File: config.mk
export PLATFORM = sky130hd
export DESIGN_NAME = sdma_chan_arbiter
export DESIGN_NICKNAME = d
export VERILOG_FILES = /design/src/rtl/sdma_chan_arbiter.sv
export SDC_FILE = /design/constraint.sdc
export NUM_CORES = 1
export LEC_CHECK = 0
export BUFFER_PORTS_ARGS = -buffer_cell sky130_fd_sc_hd__buf_2
export CAP_MARGIN = 20
export CORE_ASPECT_RATIO = 0.5
export CORE_UTILIZATION = 50
export CTS_CLUSTER_SIZE = 28
export DETAILED_ROUTE_END_ITERATION = 16
export GPL_ROUTABILITY_DRIVEN = 0
export PLACE_DENSITY_LB_ADDON = 0.15
export SKIP_CTS_REPAIR_TIMING = 1
export SLEW_MARGIN = 30
export SYNTH_ARGS = -nofsm -noshare
export SYNTH_HDL_FRONTEND = slang
export SYNTH_SLANG_ARGS = --single-unit
File: constraint.sdc
create_clock -name WB_CLK -period 2.6 [get_ports WB_CLK]
set_clock_uncertainty 0.05 [all_clocks]
set_input_delay 0.26 -clock WB_CLK [delete_from_list [all_inputs] [get_ports WB_CLK]]
set_output_delay 0.26 -clock WB_CLK [all_outputs]
set_load 0.03 [all_outputs]
File: src/rtl/sdma_chan_arbiter.sv
// Round-robin arbiter sharing one QLAL4S3B SDMA channel among NUM_REQ requesters,
// sequencing SDMA_Req/Active/Done and flagging stalled transfers with a sticky interrupt.
module sdma_chan_arbiter #(
  parameter int NUM_REQ        = 3,
  parameter int TIMEOUT_CYCLES = 1023
) (
  input  logic                       WB_CLK,
  input  logic                       WB_RSTn,
  input  logic                       Enable_i,
  input  logic [NUM_REQ-1:0]         Req_i,
  output logic [NUM_REQ-1:0]         Grant_o,
  output logic [NUM_REQ-1:0]         Done_o,
  output logic                       SDMA_Req_o,
  input  logic                       SDMA_Active_i,
  input  logic                       SDMA_Done_i,
  output logic                       Busy_o,
  output logic                       Timeout_Intr_o,
  output logic [$clog2(NUM_REQ)-1:0] Timeout_Id_o,
  input  logic                       Intr_Clr_i
);

  localparam int IDW = $clog2(NUM_REQ);
  localparam int CW  = $clog2(TIMEOUT_CYCLES + 1);

  localparam logic [1:0] S_IDLE   = 2'd0;
  localparam logic [1:0] S_REQ    = 2'd1;
  localparam logic [1:0] S_ACTIVE = 2'd2;
  localparam logic [1:0] S_DONE   = 2'd3;

  logic [1:0]     state;
  logic [IDW-1:0] last;
  logic [CW-1:0]  cnt;
  logic [CW-1:0]  cnt_nxt;
  logic [IDW-1:0] win;
  logic           found;
  logic           expire;
  logic           progress;
  logic           abort;

  assign Busy_o   = (state != S_IDLE);
  assign cnt_nxt  = cnt + CW'(1);
  assign expire   = (cnt_nxt == CW'(TIMEOUT_CYCLES - 1));
  assign progress = SDMA_Done_i || ((state == S_REQ) && SDMA_Active_i);
  assign abort    = ((state == S_REQ) || (state == S_ACTIVE)) && !progress && expire;

  // Search starts one past the previous winner and wraps, so every requester gets a turn.
  always_comb begin
    win   = last;
    found = 1'b0;
    for (int i = 1; i <= NUM_REQ; i++) begin
      if (!found && Req_i[IDW'((int'(last) + i) % NUM_REQ)]) begin
        found = 1'b1;
        win   = IDW'((int'(last) + i) % NUM_REQ);
      end
    end
  end

  always_ff @(posedge WB_CLK or negedge WB_RSTn) begin
    if (!WB_RSTn) begin
      state          <= S_IDLE;
      last           <= IDW'(NUM_REQ - 1);
      cnt            <= '0;
      Grant_o        <= '0;
      Done_o         <= '0;
      SDMA_Req_o     <= 1'b0;
      Timeout_Intr_o <= 1'b0;
      Timeout_Id_o   <= '0;
    end else begin
      Done_o <= '0;
      if (Intr_Clr_i) Timeout_Intr_o <= 1'b0;
      case (state)
        S_IDLE: begin
          if (Enable_i && found) begin
            Grant_o    <= NUM_REQ'(1) << win;
            SDMA_Req_o <= 1'b1;
            last       <= win;
            cnt        <= '0;
            state      <= S_REQ;
          end
        end
        S_REQ: begin
          if (SDMA_Done_i) begin
            SDMA_Req_o <= 1'b0;
            Done_o     <= Grant_o;
            state      <= S_DONE;
          end else if (SDMA_Active_i) begin
            SDMA_Req_o <= 1'b0;
            cnt        <= '0;
            state      <= S_ACTIVE;
          end else if (!expire) begin
            cnt <= cnt_nxt;
          end
        end
        S_ACTIVE: begin
          if (SDMA_Done_i) begin
            Done_o <= Grant_o;
            state  <= S_DONE;
          end else if (!expire) begin
            cnt <= cnt_nxt;
          end
        end
        S_DONE: begin
          Grant_o <= '0;
          state   <= S_IDLE;
        end
        default: state <= S_IDLE;
      endcase
      // Placed after the clear so a coincident timeout leaves the flag set.
      if (abort) begin
        Grant_o        <= '0;
        SDMA_Req_o     <= 1'b0;
        Timeout_Intr_o <= 1'b1;
        Timeout_Id_o   <= last;
        state          <= S_IDLE;
      end
    end
  end

endmodule

======== After elaboration in Yosys (flattened, before gate mapping) ========
Index checks and enable logic that the tools add are counted.
operators by class
  $add $sub $neg .......................... 4
  div/mod/pow operators ................... 3
  magnitude comparators ................... 3
  equal/unequal tests ..................... 10
  shift operators ......................... 1
  muxes and demuxes ....................... 39
  reduce and logical (&&, ||, !) cells .... 23
operator list
  cell                                                                           count
  32-bit by 3-bit modulo with 32-bit output (second input constant)              3
  10-bit two-way mux                                                             5
  10-bit case mux with 3 select lines                                            1
  2-bit two-way mux                                                              8
  1-bit two-way mux                                                              15
  2-bit by 4-bit less-than comparator with 1-bit output (second input constant)  3
  3-bit two-way mux                                                              4
  10-bit by 1-bit adder with 10-bit output (second input constant)               1
  10-bit == test (second input constant)                                         1
  3-bit nonzero test                                                             3
  2-bit case mux with 4 select lines                                             1
  2-bit by 2-bit adder with 3-bit output (second input constant)                 2
  1-bit binary-select mux with 2-bit select                                      3
  1-bit logical AND                                                              6
  2-bit inequality test (second input constant)                                  3
  3-bit inequality test (second input constant)                                  2
  3-bit case mux with 2 select lines                                             1
  3-bit AND reduction                                                            2
  2-bit == test (second input constant)                                          2
  4-bit inequality test (second input constant)                                  1
  2-bit AND reduction                                                            2
  4-bit AND reduction                                                            1
  2-bit nonzero test                                                             2
  2-bit by 1-bit adder with 3-bit output (second input constant)                 1
  7 further kinds                                                                10
storage, ports and cells
  register bits after elaboration ......... 24
  input port bits ......................... 9
  output and inout port bits .............. 11
  logic and storage cells ................. 91

======== Longest topological paths before layout ========
  depth after elaboration ................. 16
  gate-level depth with buffers ........... 11

======== Worst setup path after synthesis ========
Ideal clock, no wire load.
  path kind ............................... flip-flop to flip-flop
  from .................................... register last[1]
  to ...................................... register cnt[3]
  arrival ................................. 2251 ps
  slack ................................... 179 ps
  stages on the path, launching flop included .. 11
  period minus slack after synthesis ...... 2421 ps
  cell sequence ........................... dfstp_2 ha_1 buf_4 nand2b_1 a21oi_2 o41ai_2 buf_4 a221oi_2 buf_4 nor2_1 a41o_1
on the way
  cells in the longest elaborated chain, start to end .. 15
  elaborated cells between the ends (all ways) .. 25
  those cells by class .................... 3 x add/sub; 3 x div; 1 x eq/ne; 12 x mux; 6 x reduce/logical
ends and longest elaborated chain
  element                                                line  text
  start, declared                                        31    logic [IDW-1:0] last;
  start signal, assigned                                 61    last <= IDW'(NUM_REQ - 1);
  start signal, assigned                                 76    last <= win;
  2-bit by 1-bit adder with 3-bit output                 51    if (!found && Req_i[IDW'((int'(last) + i) % NUM_REQ)]) begin
  32-bit by 3-bit modulo with 32-bit output              51
  1-bit binary-select mux with 2-bit select              51
  1-bit two-way mux (implied by the code) (2 in series)  51
  1-bit two-way mux                                      51
  1-bit zero test                                        51
  1-bit logical AND                                      51
  1-bit two-way mux                                      51
  1-bit zero test                                        51
  1-bit logical AND                                      51
  1-bit two-way mux (*)                                  51
  1-bit logical AND (*)                                  73    if (Enable_i && found) begin
  2-bit inequality test (no line) (*)                    -
  4-bit AND reduction (no line) (*)                      -
  end signal, assigned                                   91    cnt <= cnt_nxt;
  end signal, assigned                                   99    cnt <= cnt_nxt;
  end, declared                                          32    logic [CW-1:0] cnt;
Mark *: on every way between the ends. The rest lies on a longest branch, timed or not. The select of a mux whose other input is x is not followed.
A chain may end at the register's enable or synchronous reset.

======== Worst setup path after layout ========
  from .................................... register last[1]
  to ...................................... register cnt[2]
Same word-level chain as after synthesis.

==> summary by stage <==
Routing
In the routed layout, each cell is associated on average with a via count of 6.07. For this run, design rule violations remaining after detail routing come to 0. The DRC violation total after the first TritonRoute iteration is 73. The number of iterations in the first detailed-routing pass is 4. The average wire per standard cell is 14.8 µm. Once detail routing completed, the nets flagged for antenna violations numbered 0.

The via count is 1470. The final routed wirelength across all metal layers is 3590 µm.

Clock tree
The buffer levels on the longest clock path is 2. The clock transition at the registers of the reported paths is 0.08 ns. The buffer cell driving the clock tree root is sky130_fd_sc_hd__clkbuf_8. The clock drives 24 sinks. Counting the buffers created by CTS gives 3. The depth of the CTS H-tree is 1.

The clock tree from TritonCTS is built. The clock latency reported for the late side of the worst-skew pair is 0.27 ns.

Power and ir drop
The internal portion of total power is 1.06 mW. The static leakage power is 0.872 nW. The portion of total power attributed to combinational logic is 0.622. Dividing total power by cell area gives a power density of 1090 nW/µm². The worst-case IR drop observed on VDD is 0.000636 V. The switching power is 0.980 mW. Of the total power, registers draw 0.266. Of the total power, the clock network draws 0.112. The switching share of power is 0.480. The completed layout was analyzed and its total power is 2.04 mW.

Worst hold path
The kind of path behind the tightest hold check is primary input to register. Counting instances, the worst hold path has a depth of 2. The capture endpoint of the worst hold path is Timeout_Intr_o. The start point of the worst min-delay path is Intr_Clr_i.

Floorplan
The die covers 3560 µm². Pin placement for this block handled 20 I/O pins. For this configuration, the core starts out at a cell density of 0.537. Measured along the x axis, the die boundary spans 83.3 µm. In this run the core area contains 14 standard-cell rows. The area of the placeable core is 3080 µm². The die height is 42.7 µm.

Worst setup path
The launching point of the worst reg2reg path is last[1]. The peak fanout along the critical path is 16. In this run the critical register-to-register path is captured at cnt[2]. The cell at the slowest stage of the critical path is sky130_fd_sc_hd__dfstp_2. Measured in cells, the most critical reg-to-reg path has a length of 8. The worst setup path is of the register to register kind. The worst endpoint data arrival time is 2.65 ns. The startpoint kind of the worst setup timing path is a register.

The largest stage delay on the critical path is 0.55 ns. The signal on the critical path passes through inv_1 -> ha_1 -> mux2i_1 -> nor2_2 -> o41ai_4 -> a21o_4 -> or4_1 -> a21oi_1. For the worst setup path, the data required time is 2.75 ns. STA classifies the critical path endpoint as a register. The setup slack of the worst register-to-register path is 0.1 ns.

Synthesis
The post-synthesis instance total is 180. The sequential area share after synthesis is 0.364. The proportion of register bits with asynchronous set or reset after synthesis is 1.00. The number of flops mapped to enable cells by yosys is 0.

Counting flops and latches in the post-synthesis netlist gives 24. The count of distinct cell types in the synthesized netlist is 58. The most used flip-flop cell after synthesis is sky130_fd_sc_hd__dfrtp_1. The synthesis warning total is 0.

When the netlist entered floorplanning its net count stood at 198. The average instance in the mapped netlist occupies 9.19 µm². The cell area after synthesis is 1650 µm².

Global route
The number of antenna violations at the first check in global routing came to 0. The via count of the first global-routing pass is 1378. The global-route total usage across every layer is 0.224. The first global-routing pass estimated 6270 µm of wire. The aggregate global routing overflow is 0. The largest net degree at the start of global routing is 25.

Timing
The final max-slew violation count is 0. The measured slew at the worst slew-check pin is 0.565 ns. Setup repair after global routing could not meet its margin everywhere.

The share of the cycle needed by the critical path after routing is 0.963. Static timing analysis puts the maximum clock frequency at 399 MHz. The worst slew margin relative to its limit is 0.624. The number of hold-slack violations in the final timing report came to 0.

The final count of negative-setup-slack endpoints is 0. After layout, the minimum clock period comes to 2.50 ns.

Finish
The total inserted antenna cells is 0. In the final layout, the share of cells above drive strength 1 is 0.233. Counting the fill cells in the layout gives 276.

After the last flow step, the layout net total stands at 221. The area added between synthesis and finish is 13.5%. The post-layout instance count excluding filler cells is 242.

Placement
In this run the tool buffered the top-level ports with 19 buffer cells. Counting tap cells, the placed design contains a total of 237 instances. The HPWL after detailed placement is 2660 µm.

Flow run
The number of max-cap violations is 0.

Status
The flow ran to the end, and the final reports show no timing, DRC or antenna violations.
[sequential cells by signal, indices dropped and copies added (netlist names)]
register and flops:
state 2, cnt 10, Grant_o 3, Timeout_Intr_o 1
last 2, Timeout_Id_o 2, Done_o 3, SDMA_Req_o 1
[metal layers]
| metal | vias up | track usage | wire length [µm] |
|---|---|---|---|
| li1 | 717 | - | - |
| met2 | 31 | 0.379 | 1650 |
| met5 | - | 0 | 0 |
| met3 | 2 | 0.0584 | 166 |
| met4 | 0 | 0.0379 | 8 |
| met1 | 720 | 0.298 | 1770 |
[worst max-delay path by stage]
stage | startpoint | to | slack [ns] | cells after the start
6_report | last[1] | cnt[2] | 0.1 | 8
5_1_grt | last[0] | Grant_o[0] | -0.02 | 9
4_1_cts | last[1] | cnt[2] | -0.01 | 8
3_5_place_dp | last[1] | cnt[2] | 0.02 | 8
3_3_place_gp | last[1] | cnt[2] | 0.05 | 8
2_1_floorplan | last[1] | cnt[3] | 0.18 | 10
[cell usage after synthesis, types with 3 or more instances]
library cell / n / area, µm²
sky130_fd_sc_hd__dfrtp_1: 23 / 576
sky130_fd_sc_hd__o21ai_0: 17 / 85.1
sky130_fd_sc_hd__a21oi_1: 16 / 80.1
sky130_fd_sc_hd__inv_1: 14 / 52.6
sky130_fd_sc_hd__nand2_1: 11 / 41.3
sky130_fd_sc_hd__ha_1: 9 / 113
sky130_fd_sc_hd__nor2_1: 9 / 33.8
sky130_fd_sc_hd__or3_1: 8 / 50.1
sky130_fd_sc_hd__and3_1: 5 / 31.3
sky130_fd_sc_hd__nand3_1: 4 / 20.0
sky130_fd_sc_hd__buf_4: 3 / 22.5
sky130_fd_sc_hd__mux2i_1: 3 / 30.0
sky130_fd_sc_hd__nand3b_1: 3 / 22.5
[metrics by stage]
step / setup slack [ns] / hold slack (ns) / area (µm²) / TNS [ns] / util
final: 0.0968 / 0.125 / 1880 / 0 / 0.609
after global routing: -0.0165 / 0.125 / 1880 / -0.0336 / 0.609
after CTS: -0.0108 / -0.0528 / 1820 / -0.0108 / 0.592
after detailed placement: 0.0166 / 0.240 / 1780 / 0 / 0.577
after global placement: 0.0518 / 0.234 / 1780 / 0 / 0.577
after floorplan: 0.179 / -0.0856 / 1650 / 0 / -
[power by group through the flow]
stage	sequential [mW]	combinational (mW)	clock (mW)
2_1_floorplan	0.612	0.834	0
3_3_place_gp	0.545	1.15	0
3_5_place_dp	0.552	1.16	0
4_1_cts	0.543	1.17	0.237
5_1_grt	0.561	1.41	0.255
6_report	0.543	1.27	0.228
[cell families (layout without fill, tap and decap cells)]
family | count (synthesis) | in the layout | synth area share
mux | 4 | 4 | 0.0250
simple gates | 58 | 58 | 0.203
fa+ha+maj | 9 | 9 | 0.0681
xor+xnor | 1 | 1 | 0.00530
flops | 24 | 24 | 0.364
compound gates | 63 | 63 | 0.268
buf+inv | 21 | 43 | 0.0666
[cells in the final DEF (no fill, tap or decap), drive strengths merged, types with 3 or more instances in the layout]
cell type	instances
a21oi	17
and2	3
and3	7
buf	24
clkbuf	4
dfrtp	23
ha	9
inv	14
mux2i	3
nand2	12
nand3	4
nand3b	3
nor2	10
o21ai	17
o41ai	3
or3	9
[worst max-delay path: cells and delay by family (launching register included)]
family	cells	cell delay [ns]
fa+ha+maj	1	0.25
buf+inv	1	0.09
mux	1	0.16
flops	1	0.55
simple gates	2	0.75
compound gates	3	0.59
[layout make-up]
| type | instances | area [µm²] | area share |
|---|---|---|---|
| Tap cell | 40 | 50.0 | 0.0266 |
| Clock buffer | 4 | 45.0 | 0.0240 |
| Inverter | 14 | 52.6 | 0.0280 |
| Sequential cell | 24 | 602 | 0.320 |
| Timing Repair Buffer | 25 | 143 | 0.0759 |
| Multi-Input combinational cell | 135 | 986 | 0.525 |
No activity file was read; power rests on OpenSTA's default activity.
